File: src/rtl/pipe_hazard_ctrl_if.sv
// rtl/pipe_hazard_ctrl_if.sv - signal bundle between the pipeline stage registers and pipe_hazard_ctrl
//
// Purpose: groups the decode/stage information presented to the hazard controller
//          and the pipeline controls and counters it returns.
// Ports (slave = controller view):
//   i_fetch_valid                      IF presents a real instruction
//   i_id_rs/i_id_rt/i_id_uses_rs/rt    sources of the IF/ID instruction
//   i_id_jump                          IF/ID instruction is a jump
//   i_ex_rs/i_ex_rt                    sources of the ID/EX instruction
//   i_ex_rd/i_ex_reg_write/i_ex_mem_read  ID/EX destination info
//   i_dm_rd/i_dm_reg_write             EX/DM destination info
//   i_wb_rd/i_wb_reg_write             DM/WB destination info
//   i_branch_taken                     branch in the resolving register is taken
//   i_cnt_clr                          synchronous counter clear
//   o_stage_valid[3:0]                 valid bits IF/ID, ID/EX, EX/DM, DM/WB
//   o_pc_stall/o_if_id_stall/o_id_ex_bubble  load-use controls
//   o_flush[3:0]                       per-register flush
//   o_pc_sel                           00 PC+4, 01 jump, 10 branch
//   o_fwd_a/o_fwd_b                    00 regfile, 10 EX/DM, 01 DM/WB
//   o_stall_cnt/o_flush_cnt/o_retired_cnt  saturating performance counters
interface pipe_hazard_ctrl_if #(
  parameter int REG_ADDR_W = 5,
  parameter int CNT_W      = 16
);
  logic                  i_fetch_valid;
  logic [REG_ADDR_W-1:0] i_id_rs;
  logic [REG_ADDR_W-1:0] i_id_rt;
  logic                  i_id_uses_rs;
  logic                  i_id_uses_rt;
  logic                  i_id_jump;
  logic [REG_ADDR_W-1:0] i_ex_rs;
  logic [REG_ADDR_W-1:0] i_ex_rt;
  logic [REG_ADDR_W-1:0] i_ex_rd;
  logic                  i_ex_reg_write;
  logic                  i_ex_mem_read;
  logic [REG_ADDR_W-1:0] i_dm_rd;
  logic                  i_dm_reg_write;
  logic [REG_ADDR_W-1:0] i_wb_rd;
  logic                  i_wb_reg_write;
  logic                  i_branch_taken;
  logic                  i_cnt_clr;

  logic [3:0]            o_stage_valid;
  logic                  o_pc_stall;
  logic                  o_if_id_stall;
  logic                  o_id_ex_bubble;
  logic [3:0]            o_flush;
  logic [1:0]            o_pc_sel;
  logic [1:0]            o_fwd_a;
  logic [1:0]            o_fwd_b;
  logic [CNT_W-1:0]      o_stall_cnt;
  logic [CNT_W-1:0]      o_flush_cnt;
  logic [CNT_W-1:0]      o_retired_cnt;

  modport master (
    output i_fetch_valid, i_id_rs, i_id_rt, i_id_uses_rs, i_id_uses_rt, i_id_jump,
    output i_ex_rs, i_ex_rt, i_ex_rd, i_ex_reg_write, i_ex_mem_read,
    output i_dm_rd, i_dm_reg_write, i_wb_rd, i_wb_reg_write,
    output i_branch_taken, i_cnt_clr,
    input  o_stage_valid, o_pc_stall, o_if_id_stall, o_id_ex_bubble, o_flush,
    input  o_pc_sel, o_fwd_a, o_fwd_b, o_stall_cnt, o_flush_cnt, o_retired_cnt
  );

  modport slave (
    input  i_fetch_valid, i_id_rs, i_id_rt, i_id_uses_rs, i_id_uses_rt, i_id_jump,
    input  i_ex_rs, i_ex_rt, i_ex_rd, i_ex_reg_write, i_ex_mem_read,
    input  i_dm_rd, i_dm_reg_write, i_wb_rd, i_wb_reg_write,
    input  i_branch_taken, i_cnt_clr,
    output o_stage_valid, o_pc_stall, o_if_id_stall, o_id_ex_bubble, o_flush,
    output o_pc_sel, o_fwd_a, o_fwd_b, o_stall_cnt, o_flush_cnt, o_retired_cnt
  );
endinterface

File: src/rtl/pipe_hazard_ctrl.sv
// rtl/pipe_hazard_ctrl.sv - hazard, forwarding and stage-validity controller for the 5-stage MIPS pipeline
//
// Purpose: tracks a valid bit per inter-stage register, detects load-use hazards,
//          issues flushes/redirects for jumps (ID) and branches (EX or DM),
//          selects EX operand forwarding and keeps saturating perf counters.
// Ports:
//   i_clk    clock, all state on the rising edge
//   i_reset  asynchronous active-low reset, clears valid bits and counters
//   bus      pipe_hazard_ctrl_if.slave, see the interface file for signal list
// Parameters:
//   REG_ADDR_W    register address width
//   BRANCH_STAGE  2 = branch resolved from ID/EX, 3 = from EX/DM
//   CNT_W         performance counter width
module pipe_hazard_ctrl #(
  parameter int REG_ADDR_W   = 5,
  parameter int BRANCH_STAGE = 2,
  parameter int CNT_W        = 16
) (
  input  logic               i_clk,
  input  logic               i_reset,
  pipe_hazard_ctrl_if.slave  bus
);

  localparam logic [REG_ADDR_W-1:0] ZERO_REG = '0;
  // A taken branch kills every register younger than itself.
  localparam logic [3:0] BR_FLUSH_MASK = (BRANCH_STAGE == 3) ? 4'b0111 : 4'b0011;
  localparam logic [CNT_W-1:0] CNT_MAX = '1;
  localparam logic [CNT_W-1:0] CNT_ONE = {{(CNT_W-1){1'b0}}, 1'b1};

  logic [3:0]       r_v;
  logic [CNT_W-1:0] r_stall_cnt;
  logic [CNT_W-1:0] r_flush_cnt;
  logic [CNT_W-1:0] r_retired_cnt;

  logic       w_dm_writer;
  logic       w_wb_writer;
  logic       w_lu_rs;
  logic       w_lu_rt;
  logic       w_lu;
  logic       w_br;
  logic       w_jp;
  logic [3:0] w_flush;
  logic [1:0] w_pc_sel;
  logic       w_stall;
  logic [3:0] w_v_next;
  logic [1:0] w_fwd_a;
  logic [1:0] w_fwd_b;

  // Writers further down the pipe only count when their register holds a real
  // instruction; register 0 is hard-wired so it is never a forwarding source.
  assign w_dm_writer = r_v[2] & bus.i_dm_reg_write & (bus.i_dm_rd != ZERO_REG);
  assign w_wb_writer = r_v[3] & bus.i_wb_reg_write & (bus.i_wb_rd != ZERO_REG);

  assign w_lu_rs = bus.i_id_uses_rs & (bus.i_id_rs == bus.i_ex_rd);
  assign w_lu_rt = bus.i_id_uses_rt & (bus.i_id_rt == bus.i_ex_rd);
  assign w_lu    = r_v[0] & r_v[1] & bus.i_ex_mem_read & (bus.i_ex_rd != ZERO_REG)
                 & (w_lu_rs | w_lu_rt);

  assign w_br = r_v[BRANCH_STAGE-1] & bus.i_branch_taken;
  // A jump stuck behind a load-use stall waits; it redirects once the stall clears.
  assign w_jp = r_v[0] & bus.i_id_jump & ~w_lu;

  // Priority: branch > load-use > jump.
  always_comb begin
    w_flush  = 4'b0000;
    w_pc_sel = 2'b00;
    w_stall  = 1'b0;
    if (w_br) begin
      w_flush  = BR_FLUSH_MASK;
      w_pc_sel = 2'b10;
    end else if (w_lu) begin
      w_stall  = 1'b1;
    end else if (w_jp) begin
      w_flush  = 4'b0001;
      w_pc_sel = 2'b01;
    end
  end

  always_comb begin
    w_v_next    = 4'b0000;
    w_v_next[3] = r_v[2];
    // With the branch in ID/EX, flush[1] names the branch itself, which still advances.
    if (w_br && (BRANCH_STAGE == 2)) begin
      w_v_next[2] = r_v[1];
    end else begin
      w_v_next[2] = r_v[1] & ~w_flush[1];
    end
    w_v_next[1] = r_v[0] & ~w_flush[0] & ~w_lu;
    if (w_flush[0]) begin
      w_v_next[0] = 1'b0;
    end else if (w_lu) begin
      w_v_next[0] = r_v[0];
    end else begin
      w_v_next[0] = bus.i_fetch_valid;
    end
  end

  // EX/DM holds the younger result, so it wins over DM/WB.
  always_comb begin
    w_fwd_a = 2'b00;
    if (w_dm_writer && (bus.i_dm_rd == bus.i_ex_rs)) begin
      w_fwd_a = 2'b10;
    end else if (w_wb_writer && (bus.i_wb_rd == bus.i_ex_rs)) begin
      w_fwd_a = 2'b01;
    end
  end

  always_comb begin
    w_fwd_b = 2'b00;
    if (w_dm_writer && (bus.i_dm_rd == bus.i_ex_rt)) begin
      w_fwd_b = 2'b10;
    end else if (w_wb_writer && (bus.i_wb_rd == bus.i_ex_rt)) begin
      w_fwd_b = 2'b01;
    end
  end

  function automatic logic [CNT_W-1:0] sat_inc(input logic [CNT_W-1:0] cnt, input logic inc);
    if (inc && (cnt != CNT_MAX)) begin
      return cnt + CNT_ONE;
    end
    return cnt;
  endfunction

  always_ff @(posedge i_clk or negedge i_reset) begin
    if (!i_reset) begin
      r_v <= 4'b0000;
    end else begin
      r_v <= w_v_next;
    end
  end

  always_ff @(posedge i_clk or negedge i_reset) begin
    if (!i_reset) begin
      r_stall_cnt   <= '0;
      r_flush_cnt   <= '0;
      r_retired_cnt <= '0;
    end else if (bus.i_cnt_clr) begin
      r_stall_cnt   <= '0;
      r_flush_cnt   <= '0;
      r_retired_cnt <= '0;
    end else begin
      r_stall_cnt   <= sat_inc(r_stall_cnt, w_lu & ~w_br);
      r_flush_cnt   <= sat_inc(r_flush_cnt, w_br | w_jp);
      r_retired_cnt <= sat_inc(r_retired_cnt, r_v[3]);
    end
  end

  assign bus.o_stage_valid  = r_v;
  assign bus.o_pc_stall     = w_stall;
  assign bus.o_if_id_stall  = w_stall;
  assign bus.o_id_ex_bubble = w_stall;
  assign bus.o_flush        = w_flush;
  assign bus.o_pc_sel       = w_pc_sel;
  assign bus.o_fwd_a        = w_fwd_a;
  assign bus.o_fwd_b        = w_fwd_b;
  assign bus.o_stall_cnt    = r_stall_cnt;
  assign bus.o_flush_cnt    = r_flush_cnt;
  assign bus.o_retired_cnt  = r_retired_cnt;

endmodule

File: src/flat_wrapper.sv
// flat-port wrapper written by rule: the top's interface ports become plain ports
module pipe_hazard_ctrl_flat 
#(
  parameter int REG_ADDR_W   = 5,
  parameter int BRANCH_STAGE = 2,
  parameter int CNT_W        = 16
)
  (i_clk, i_reset, bus_i_fetch_valid, bus_i_id_rs, bus_i_id_rt, bus_i_id_uses_rs, bus_i_id_uses_rt, bus_i_id_jump, bus_i_ex_rs, bus_i_ex_rt, bus_i_ex_rd, bus_i_ex_reg_write, bus_i_ex_mem_read, bus_i_dm_rd, bus_i_dm_reg_write, bus_i_wb_rd, bus_i_wb_reg_write, bus_i_branch_taken, bus_i_cnt_clr, bus_o_stage_valid, bus_o_pc_stall, bus_o_if_id_stall, bus_o_id_ex_bubble, bus_o_flush, bus_o_pc_sel, bus_o_fwd_a, bus_o_fwd_b, bus_o_stall_cnt, bus_o_flush_cnt, bus_o_retired_cnt);
  pipe_hazard_ctrl_if #(.REG_ADDR_W(REG_ADDR_W), .CNT_W(CNT_W)) bus_i ();
  input  logic i_clk;
  input  logic i_reset;
  input wire logic [$bits(bus_i.i_fetch_valid)-1:0] bus_i_fetch_valid;
  input wire logic [$bits(bus_i.i_id_rs)-1:0] bus_i_id_rs;
  input wire logic [$bits(bus_i.i_id_rt)-1:0] bus_i_id_rt;
  input wire logic [$bits(bus_i.i_id_uses_rs)-1:0] bus_i_id_uses_rs;
  input wire logic [$bits(bus_i.i_id_uses_rt)-1:0] bus_i_id_uses_rt;
  input wire logic [$bits(bus_i.i_id_jump)-1:0] bus_i_id_jump;
  input wire logic [$bits(bus_i.i_ex_rs)-1:0] bus_i_ex_rs;
  input wire logic [$bits(bus_i.i_ex_rt)-1:0] bus_i_ex_rt;
  input wire logic [$bits(bus_i.i_ex_rd)-1:0] bus_i_ex_rd;
  input wire logic [$bits(bus_i.i_ex_reg_write)-1:0] bus_i_ex_reg_write;
  input wire logic [$bits(bus_i.i_ex_mem_read)-1:0] bus_i_ex_mem_read;
  input wire logic [$bits(bus_i.i_dm_rd)-1:0] bus_i_dm_rd;
  input wire logic [$bits(bus_i.i_dm_reg_write)-1:0] bus_i_dm_reg_write;
  input wire logic [$bits(bus_i.i_wb_rd)-1:0] bus_i_wb_rd;
  input wire logic [$bits(bus_i.i_wb_reg_write)-1:0] bus_i_wb_reg_write;
  input wire logic [$bits(bus_i.i_branch_taken)-1:0] bus_i_branch_taken;
  input wire logic [$bits(bus_i.i_cnt_clr)-1:0] bus_i_cnt_clr;
  output wire logic [$bits(bus_i.o_stage_valid)-1:0] bus_o_stage_valid;
  output wire logic [$bits(bus_i.o_pc_stall)-1:0] bus_o_pc_stall;
  output wire logic [$bits(bus_i.o_if_id_stall)-1:0] bus_o_if_id_stall;
  output wire logic [$bits(bus_i.o_id_ex_bubble)-1:0] bus_o_id_ex_bubble;
  output wire logic [$bits(bus_i.o_flush)-1:0] bus_o_flush;
  output wire logic [$bits(bus_i.o_pc_sel)-1:0] bus_o_pc_sel;
  output wire logic [$bits(bus_i.o_fwd_a)-1:0] bus_o_fwd_a;
  output wire logic [$bits(bus_i.o_fwd_b)-1:0] bus_o_fwd_b;
  output wire logic [$bits(bus_i.o_stall_cnt)-1:0] bus_o_stall_cnt;
  output wire logic [$bits(bus_i.o_flush_cnt)-1:0] bus_o_flush_cnt;
  output wire logic [$bits(bus_i.o_retired_cnt)-1:0] bus_o_retired_cnt;
  assign bus_i.i_fetch_valid = bus_i_fetch_valid;
  assign bus_i.i_id_rs = bus_i_id_rs;
  assign bus_i.i_id_rt = bus_i_id_rt;
  assign bus_i.i_id_uses_rs = bus_i_id_uses_rs;
  assign bus_i.i_id_uses_rt = bus_i_id_uses_rt;
  assign bus_i.i_id_jump = bus_i_id_jump;
  assign bus_i.i_ex_rs = bus_i_ex_rs;
  assign bus_i.i_ex_rt = bus_i_ex_rt;
  assign bus_i.i_ex_rd = bus_i_ex_rd;
  assign bus_i.i_ex_reg_write = bus_i_ex_reg_write;
  assign bus_i.i_ex_mem_read = bus_i_ex_mem_read;
  assign bus_i.i_dm_rd = bus_i_dm_rd;
  assign bus_i.i_dm_reg_write = bus_i_dm_reg_write;
  assign bus_i.i_wb_rd = bus_i_wb_rd;
  assign bus_i.i_wb_reg_write = bus_i_wb_reg_write;
  assign bus_i.i_branch_taken = bus_i_branch_taken;
  assign bus_i.i_cnt_clr = bus_i_cnt_clr;
  assign bus_o_stage_valid = bus_i.o_stage_valid;
  assign bus_o_pc_stall = bus_i.o_pc_stall;
  assign bus_o_if_id_stall = bus_i.o_if_id_stall;
  assign bus_o_id_ex_bubble = bus_i.o_id_ex_bubble;
  assign bus_o_flush = bus_i.o_flush;
  assign bus_o_pc_sel = bus_i.o_pc_sel;
  assign bus_o_fwd_a = bus_i.o_fwd_a;
  assign bus_o_fwd_b = bus_i.o_fwd_b;
  assign bus_o_stall_cnt = bus_i.o_stall_cnt;
  assign bus_o_flush_cnt = bus_i.o_flush_cnt;
  assign bus_o_retired_cnt = bus_i.o_retired_cnt;
  pipe_hazard_ctrl #(.REG_ADDR_W(REG_ADDR_W), .BRANCH_STAGE(BRANCH_STAGE), .CNT_W(CNT_W)) u_core (.i_clk(i_clk), .i_reset(i_reset), .bus(bus_i));
endmodule
File: config.mk
export PLATFORM = sky130hd
export DESIGN_NAME = pipe_hazard_ctrl_flat
export DESIGN_NICKNAME = d
export VERILOG_FILES = /design/src/rtl/pipe_hazard_ctrl_if.sv /design/src/rtl/pipe_hazard_ctrl.sv /design/src/flat_wrapper.sv
export SDC_FILE = /design/constraint.sdc
export NUM_CORES = 1
export LEC_CHECK = 0
export BUFFER_PORTS_ARGS = -buffer_cell sky130_fd_sc_hd__buf_2
export CORE_ASPECT_RATIO = 1.2
export CORE_UTILIZATION = 26
export DETAILED_ROUTE_END_ITERATION = 10
export PLACE_DENSITY_LB_ADDON = 0.05
export SETUP_SLACK_MARGIN = 0.4
export SKIP_LAST_GASP = 1
export SLEW_MARGIN = 20
export SYNTH_ARGS = -nofsm -noshare
export SYNTH_HDL_FRONTEND = slang
export SYNTH_SLANG_ARGS = --single-unit
File: constraint.sdc
create_clock -name i_clk -period 2.07 [get_ports i_clk]
set_clock_uncertainty 0.05 [all_clocks]
set_input_delay 0.414 -clock i_clk [delete_from_list [all_inputs] [get_ports i_clk]]
set_output_delay 0.414 -clock i_clk [all_outputs]
set_load 0.02 [all_outputs]
==> metrics.txt, run 1 <==
DIE AREA=between 10000 and 15000 um2; worst-skew pair later-pin latency=~300 ps; crit path DAT=roughly 1800 ps; Psw=between 0.0006 and 0.0007 W; Worst Hold Class=in2async; Detail Route Antenna Nets=0; combinational share of power=about 18%; GRT Resource Usage Total=15.70%; clock root buffer=clkbuf_16; mean post-synth cell area=9.301 um2; std cell rows=45; Cells after Synth=360; Final nets=between 600 and 700; status=finished, violations left; failing checks=setup timing; hold_buf cts=0; H-tree Lvls=2; register area share after synthesis=between 30% and 40%; core box area=approximately 13000 um2; share of layout cells above drive strength 1=between 50% and 60%; vias in the first global route=3372; DRC viols=0; die height=between 100 and 150 um; TritonCTS clock tree=built; Initial Util=a little over a quarter; Port Buffers=roughly 110; Yosys warnings=0; initial antenna violation count=0; Max Clock Freq=about 450 MHz; final WL=roughly 10 mm; width of the chip=between 100 and 150 um; Final WS setup=-166.4 ps; fin. max-slew vios=0; CP startpoint kind=input pin; Synth async-reset ratio=between 90% and 100%; Top FF cell, synth=dfrtp_1; Final Critical Period=about 2200 ps; ant diodes=0; Final setup viols=3; IO Pins=about 110; CP required=1610 ps; DR WL/cell=about 14 um; Sw Ratio=about 28%; maxcap violations=0; critical path type=in2out; Pleak=between 2 and 3 nW; Sink Count=between 50 and 60; #FFs+latches synth=52; FF-to-FF setup slack=90 ps; sequential power share=approximately 44%; VDD IR max=337.8 uV; Internal Power=0.001686 W; Pwr per Cell Area=between 400 and 500 nW/um2; clock tree buffer depth=2; mapped cell area=approximately 3300 um2; clock power share=approximately two fifths; DR iter-0 viols=approximately 100; Crit Path Max Fanout=3; DP HPWL=between 7 and 8 mm; DR vias=between 3000 and 4000; area added between synthesis and finish=67.19%; number of synthesized flops with an enable pin=0; Finished Cell Area=5598 um2; Vias/cell=4.661; first-pass GRT wire length=16.82 mm; Final GP Congestion=approximately 0.80; CTS clk-pin slew, worst paths=about 80 ps; first-pass detailed-route iteration total=4; Final period util=108.0%; WHS=47.91 ps; crit path capture type=output pin; Overflow after GRT=0; unrepaired setup endpoints after global routing=true; Synth cell types=45; Num CTS Buffers=5; post-place instance area=4647 um2; pin count of the biggest net entering global routing=53; Final Hold Violating Endpoints=0
## kinds of logic (layout without fill, tap and decap cells)
group,count (synthesis),in the layout,share of synthesized area [%]
mux,17,17,5.643
fa+ha+maj,3,3,1.121
buf+inv,28,217,4.372
simple gates,161,162,25.56
flops,52,52,38.86
other cells,1,2,0.1120
compound gates,52,53,12.29
xor+xnor,46,46,12.03
## layout make-up
type / instances / area, um2
inverters: 5 / 18.77
clock inverters: 3 / 26.28
multi-input cells: 283 / 2424
repair buffers: 204 / 1473
flip-flops and latches: 52 / 1326
well taps: 164 / 205.2
clock buffers: 5 / 125.1
fillers: 1270 / 7014
## registers in the layout, indices dropped and copies added (netlist names)
signal                    count
u_core.bus.o_retired_cnt     16
u_core.bus.o_stall_cnt       16
u_core.bus.o_stage_valid      4
u_core.bus.o_flush_cnt       16
## routing by layer
layer  wire [um]  up-vias  track usage (%)
li1            -     1649                -
met5           0        -                0
met2        5897       47            29.88
met3         297        6            2.569
met1        4049     1635            18.28
met4          96        0            3.513
## cell usage in the layout (no fill, tap or decap), drive strengths merged, types with 9 or more instances in the layout
cell and n:
xor2 28, or3 9, nor2 40, buf 204, nand3 22, nand2 25, nand4 12, mux2 15
dfrtp 52, or4 9, o21ai 10, a211oi 10, a21oi 18, nor2b 14, xnor2 18, and3 12
## cell usage after synthesis (2+ instances only)
master,instances,area (um2)
and3_1,8,50.05
a21oi_1,17,85.08
o31ai_1,5,37.54
nand4_1,12,75.07
mux2_1,15,168.9
o21ai_0,3,15.01
xnor2_1,18,157.7
dfrtp_1,52,1301
or4_1,9,67.56
o21ai_1,7,35.03
o211ai_1,2,15.01
nand2_1,25,93.84
nor4_1,4,25.02
buf_4,8,60.06
buf_2,3,15.01
and3_4,3,33.78
or3_1,9,56.30
nor2b_1,14,87.58
xor2_1,28,245.2
nor3b_1,2,15.01
and2_1,3,18.77
nor3_1,6,30.03
mux2i_1,2,20.02
nor2_1,40,150.1
ha_1,3,37.54
inv_1,5,18.77
a21o_1,2,15.01
a211oi_2,8,100.1
clkbuf_1,10,37.54
a211oi_1,2,15.01
nand3_1,21,105.1
## per-stage QoR
stage	cells	worst slack (ps)	power, W	TNS (ps)	util [%]
floorplan	361	-9.551	0.001223	-30.81	-
global placement	670	-161.0	0.001390	-2138	36.85
detailed placement	670	-173.2	0.001391	-2379	36.85
CTS	698	-175.4	0.002359	-273.5	41.21
global route	716	-232.3	0.002442	-533.7	44.38
finish	716	-166.4	0.002341	-305.9	44.38
## power by group through the flow
stage | Combinational [W] | Sequential [W] | Clock (W)
floorplan | 0.000156 | 0.00107 | 0
global placement | 0.000334 | 0.00106 | 0
detailed placement | 0.000335 | 0.00106 | 0
CTS | 0.000393 | 0.00103 | 0.000932
global route | 0.000454 | 0.00104 | 0.000952
finish | 0.000416 | 0.00103 | 0.000891
## critical path: stages
cell and delay [ps]:
buf_2 120, buf_4 130, xor2_1 130, or4_4 540, nor4_4 270, buf_4 180
## what timing repair did
item | 4_1_cts | 5_1_grt
endpoints found under the setup margin | 53 | 54
pin swaps | 40 | 32
resized for setup | 61 | 56
cloned | 2 | 1
setup buffers | 18 | 17
endpoints found under the hold margin | 0 | 0
## path summary, 6_finish.rpt
kind	startpoint	end	depth (start not counted)
setup / recovery	bus_i_wb_rd[0]	bus_o_fwd_b[0]	6
hold / removal	i_reset	u_core.bus.o_retired_cnt[4]	2
setup reg to reg	u_core.bus.o_stall_cnt[1]	u_core.bus.o_stall_cnt[10]	7
hold reg to reg	u_core.bus.o_stage_valid[2]	u_core.bus.o_stage_valid[3]	0
max in group asynchronous	i_reset	u_core.bus.o_stall_cnt[3]	2
min in group i_clk	bus_i_id_jump	u_core.bus.o_stage_valid[1]	2
Power figures use the tool's default switching activity.
==> inputs of run 2 (changes only) <==
--- a/config.mk
+++ b/config.mk
@@ -9,6 +9,7 @@
 export CORE_ASPECT_RATIO = 1.2
 export CORE_UTILIZATION = 26
 export DETAILED_ROUTE_END_ITERATION = 10
+export HOLD_SLACK_MARGIN = 0.15
 export PLACE_DENSITY_LB_ADDON = 0.05
 export SETUP_SLACK_MARGIN = 0.4
 export SKIP_LAST_GASP = 1
==> metrics.txt, run 2 (same netlist as run 1, synthesis figures left out) <==
status=finished, violations left; failing checks=setup timing; Psw=0.0006556 W; clock tree buffer depth=2; Final Critical Period=roughly 2200 ps; CTS clk-pin slew, worst paths=70 ps; Sink Count=52; worst-skew pair later-pin latency=approximately 300 ps; Internal Power=0.001687 W; DR vias=between 3000 and 4000; pin count of the biggest net entering global routing=53; Final Hold Violating Endpoints=0; clock root buffer=clkbuf_16; Final GP Congestion=a little under 0.8; core box area=approximately 13000 um2; final core utilization=between 40% and 50%; TritonCTS clock tree=built; DRC viols=0; Pleak=2.547 nW; commonest cells after routing, fill and taps aside=87 x buf_4, 85 x buf_2, 35 x nor2_1; initial antenna violation count=0; Vias/cell=4.661; crit path capture type=output pin; commonest non-fill, non-tap cell in the layout=buf_4; vias in the first global route=around 3400; maxcap violations=0; Num CTS Buffers=5; CP max-delay cell=or4_4; Pwr per Cell Area=417.7 nW/um2; unrepaired setup endpoints after global routing=true; Max Clock Freq=~450 MHz; CP startpoint kind=input pin; Detail Route Antenna Nets=0; sequential power share=between 40% and 50%; width of the chip=105.6 um; critical path type=in2out; GRT Resource Usage Total=15.72%; Final nets=roughly 600; DIE AREA=between 10000 and 15000 um2; footprint of the multi-input gates=2424 um2; Final setup viols=3; VDD IR max=approximately 340 uV; ant diodes=0; first-pass detailed-route iteration total=4; CP required=1610 ps; Fin Setup TNS=-305.9 ps; register area=roughly 1300 um2; H-tree Lvls=2; std cell rows=45; Final period util=108.0%; Worst Hold Class=in2reg; first-pass GRT wire length=16.84 mm; DR iter-0 viols=slightly above 100; final WL=roughly 10 mm; share of layout cells above drive strength 1=58.77%; combinational share of power=between 15 and 20%; worst-path cell chain=buf_2 > buf_4 > xor2_1 > or4_4 > nor4_4 > buf_4; clock power share=38.0%; DR WL/cell=roughly 14 um; Port Buffers=~110; Initial Util=26.55%; Final WS setup=-166.4 ps; Crit Path Max Fanout=3; fin. max-slew vios=0; die height=approximately 130 um; crit path DAT=between 1500 and 2000 ps; DP HPWL=between 7 and 8 mm; IO Pins=between 100 and 150; crit-path most repeated cell=buf_4; Fill cells=roughly 1300; area added between synthesis and finish=67.49%; Overflow after GRT=0; Worst path max stage delay=roughly 540 ps; pre-CTS setup slack=-173.2 ps; Sw Ratio=between 20% and 30%
## run 2: final timing paths
| kind | startpoint | to | slack (ps) | cells past startpoint |
|---|---|---|---|---|
| worst max-delay path | bus_i_wb_rd[0] | bus_o_fwd_b[0] | -170 | 6 |
| worst min-delay path | bus_i_id_jump | u_core.bus.o_stage_valid[1] | 230 | 2 |
| worst max register to register | u_core.bus.o_stall_cnt[1] | u_core.bus.o_stall_cnt[10] | 100 | 7 |
| worst min register to register | u_core.bus.o_stage_valid[2] | u_core.bus.o_stage_valid[3] | 370 | 0 |
| max in group asynchronous | i_reset | u_core.bus.o_stall_cnt[3] | 1090 | 3 |
| min in group asynchronous | i_reset | u_core.bus.o_retired_cnt[4] | 580 | 3 |
## run 2: critical path, delay by kind of cell
family,cells,cell delay [ps]
buffers and inverters,3,430
AND/OR/NAND/NOR,2,810
XOR/XNOR,1,130
## run 2: metrics by stage
| step | hold WS, ps | area [um2] | std cells | total power [W] |
|---|---|---|---|---|
| after CTS | 224.2 | 5207 | 699 | 0.002361 |
| after detailed placement | 361.0 | 4647 | 670 | 0.001391 |
| final | 230.5 | 5608 | 717 | 0.002343 |
| after global routing | 230.6 | 5608 | 717 | 0.002444 |
| after floorplan | 68.41 | 3581 | 361 | 0.001223 |
| after global placement | 361.7 | 4647 | 670 | 0.001390 |
## run 2: layout make-up
type | count | area share [%]
clock buffer | 5 | 2.231
clock inverter | 3 | 0.4685
inverter | 5 | 0.3347
multi-input combinational | 283 | 43.22
sequential | 52 | 23.65
tap | 164 | 3.659
timing repair buffer | 205 | 26.44
## run 2: what timing repair did
item	CTS	global route
hold endpoints to repair	52	0
gates cloned	2	1
pin swaps	40	32
endpoints found under the setup margin	53	54
gates resized for setup	61	56
setup buffers	18	17
hold buffers	1	0
## run 2: layer usage
layer,GRT usage (%),wire length (um),up-vias
met3,2.569,302,6
met1,18.28,4062,1636
met2,29.95,5884,49
li1,-,-,1651
met5,0,0,-
met4,3.513,96,0
## run 2: power by group through the flow
stage               clock network (W)  logic [W]  registers (W)
floorplan                           0   0.000156        0.00107
CTS                          0.000932   0.000394        0.00103
detailed placement                  0   0.000335        0.00106
global placement                    0   0.000334        0.00106
global route                 0.000952   0.000456        0.00104
finish                       0.000891   0.000417        0.00103
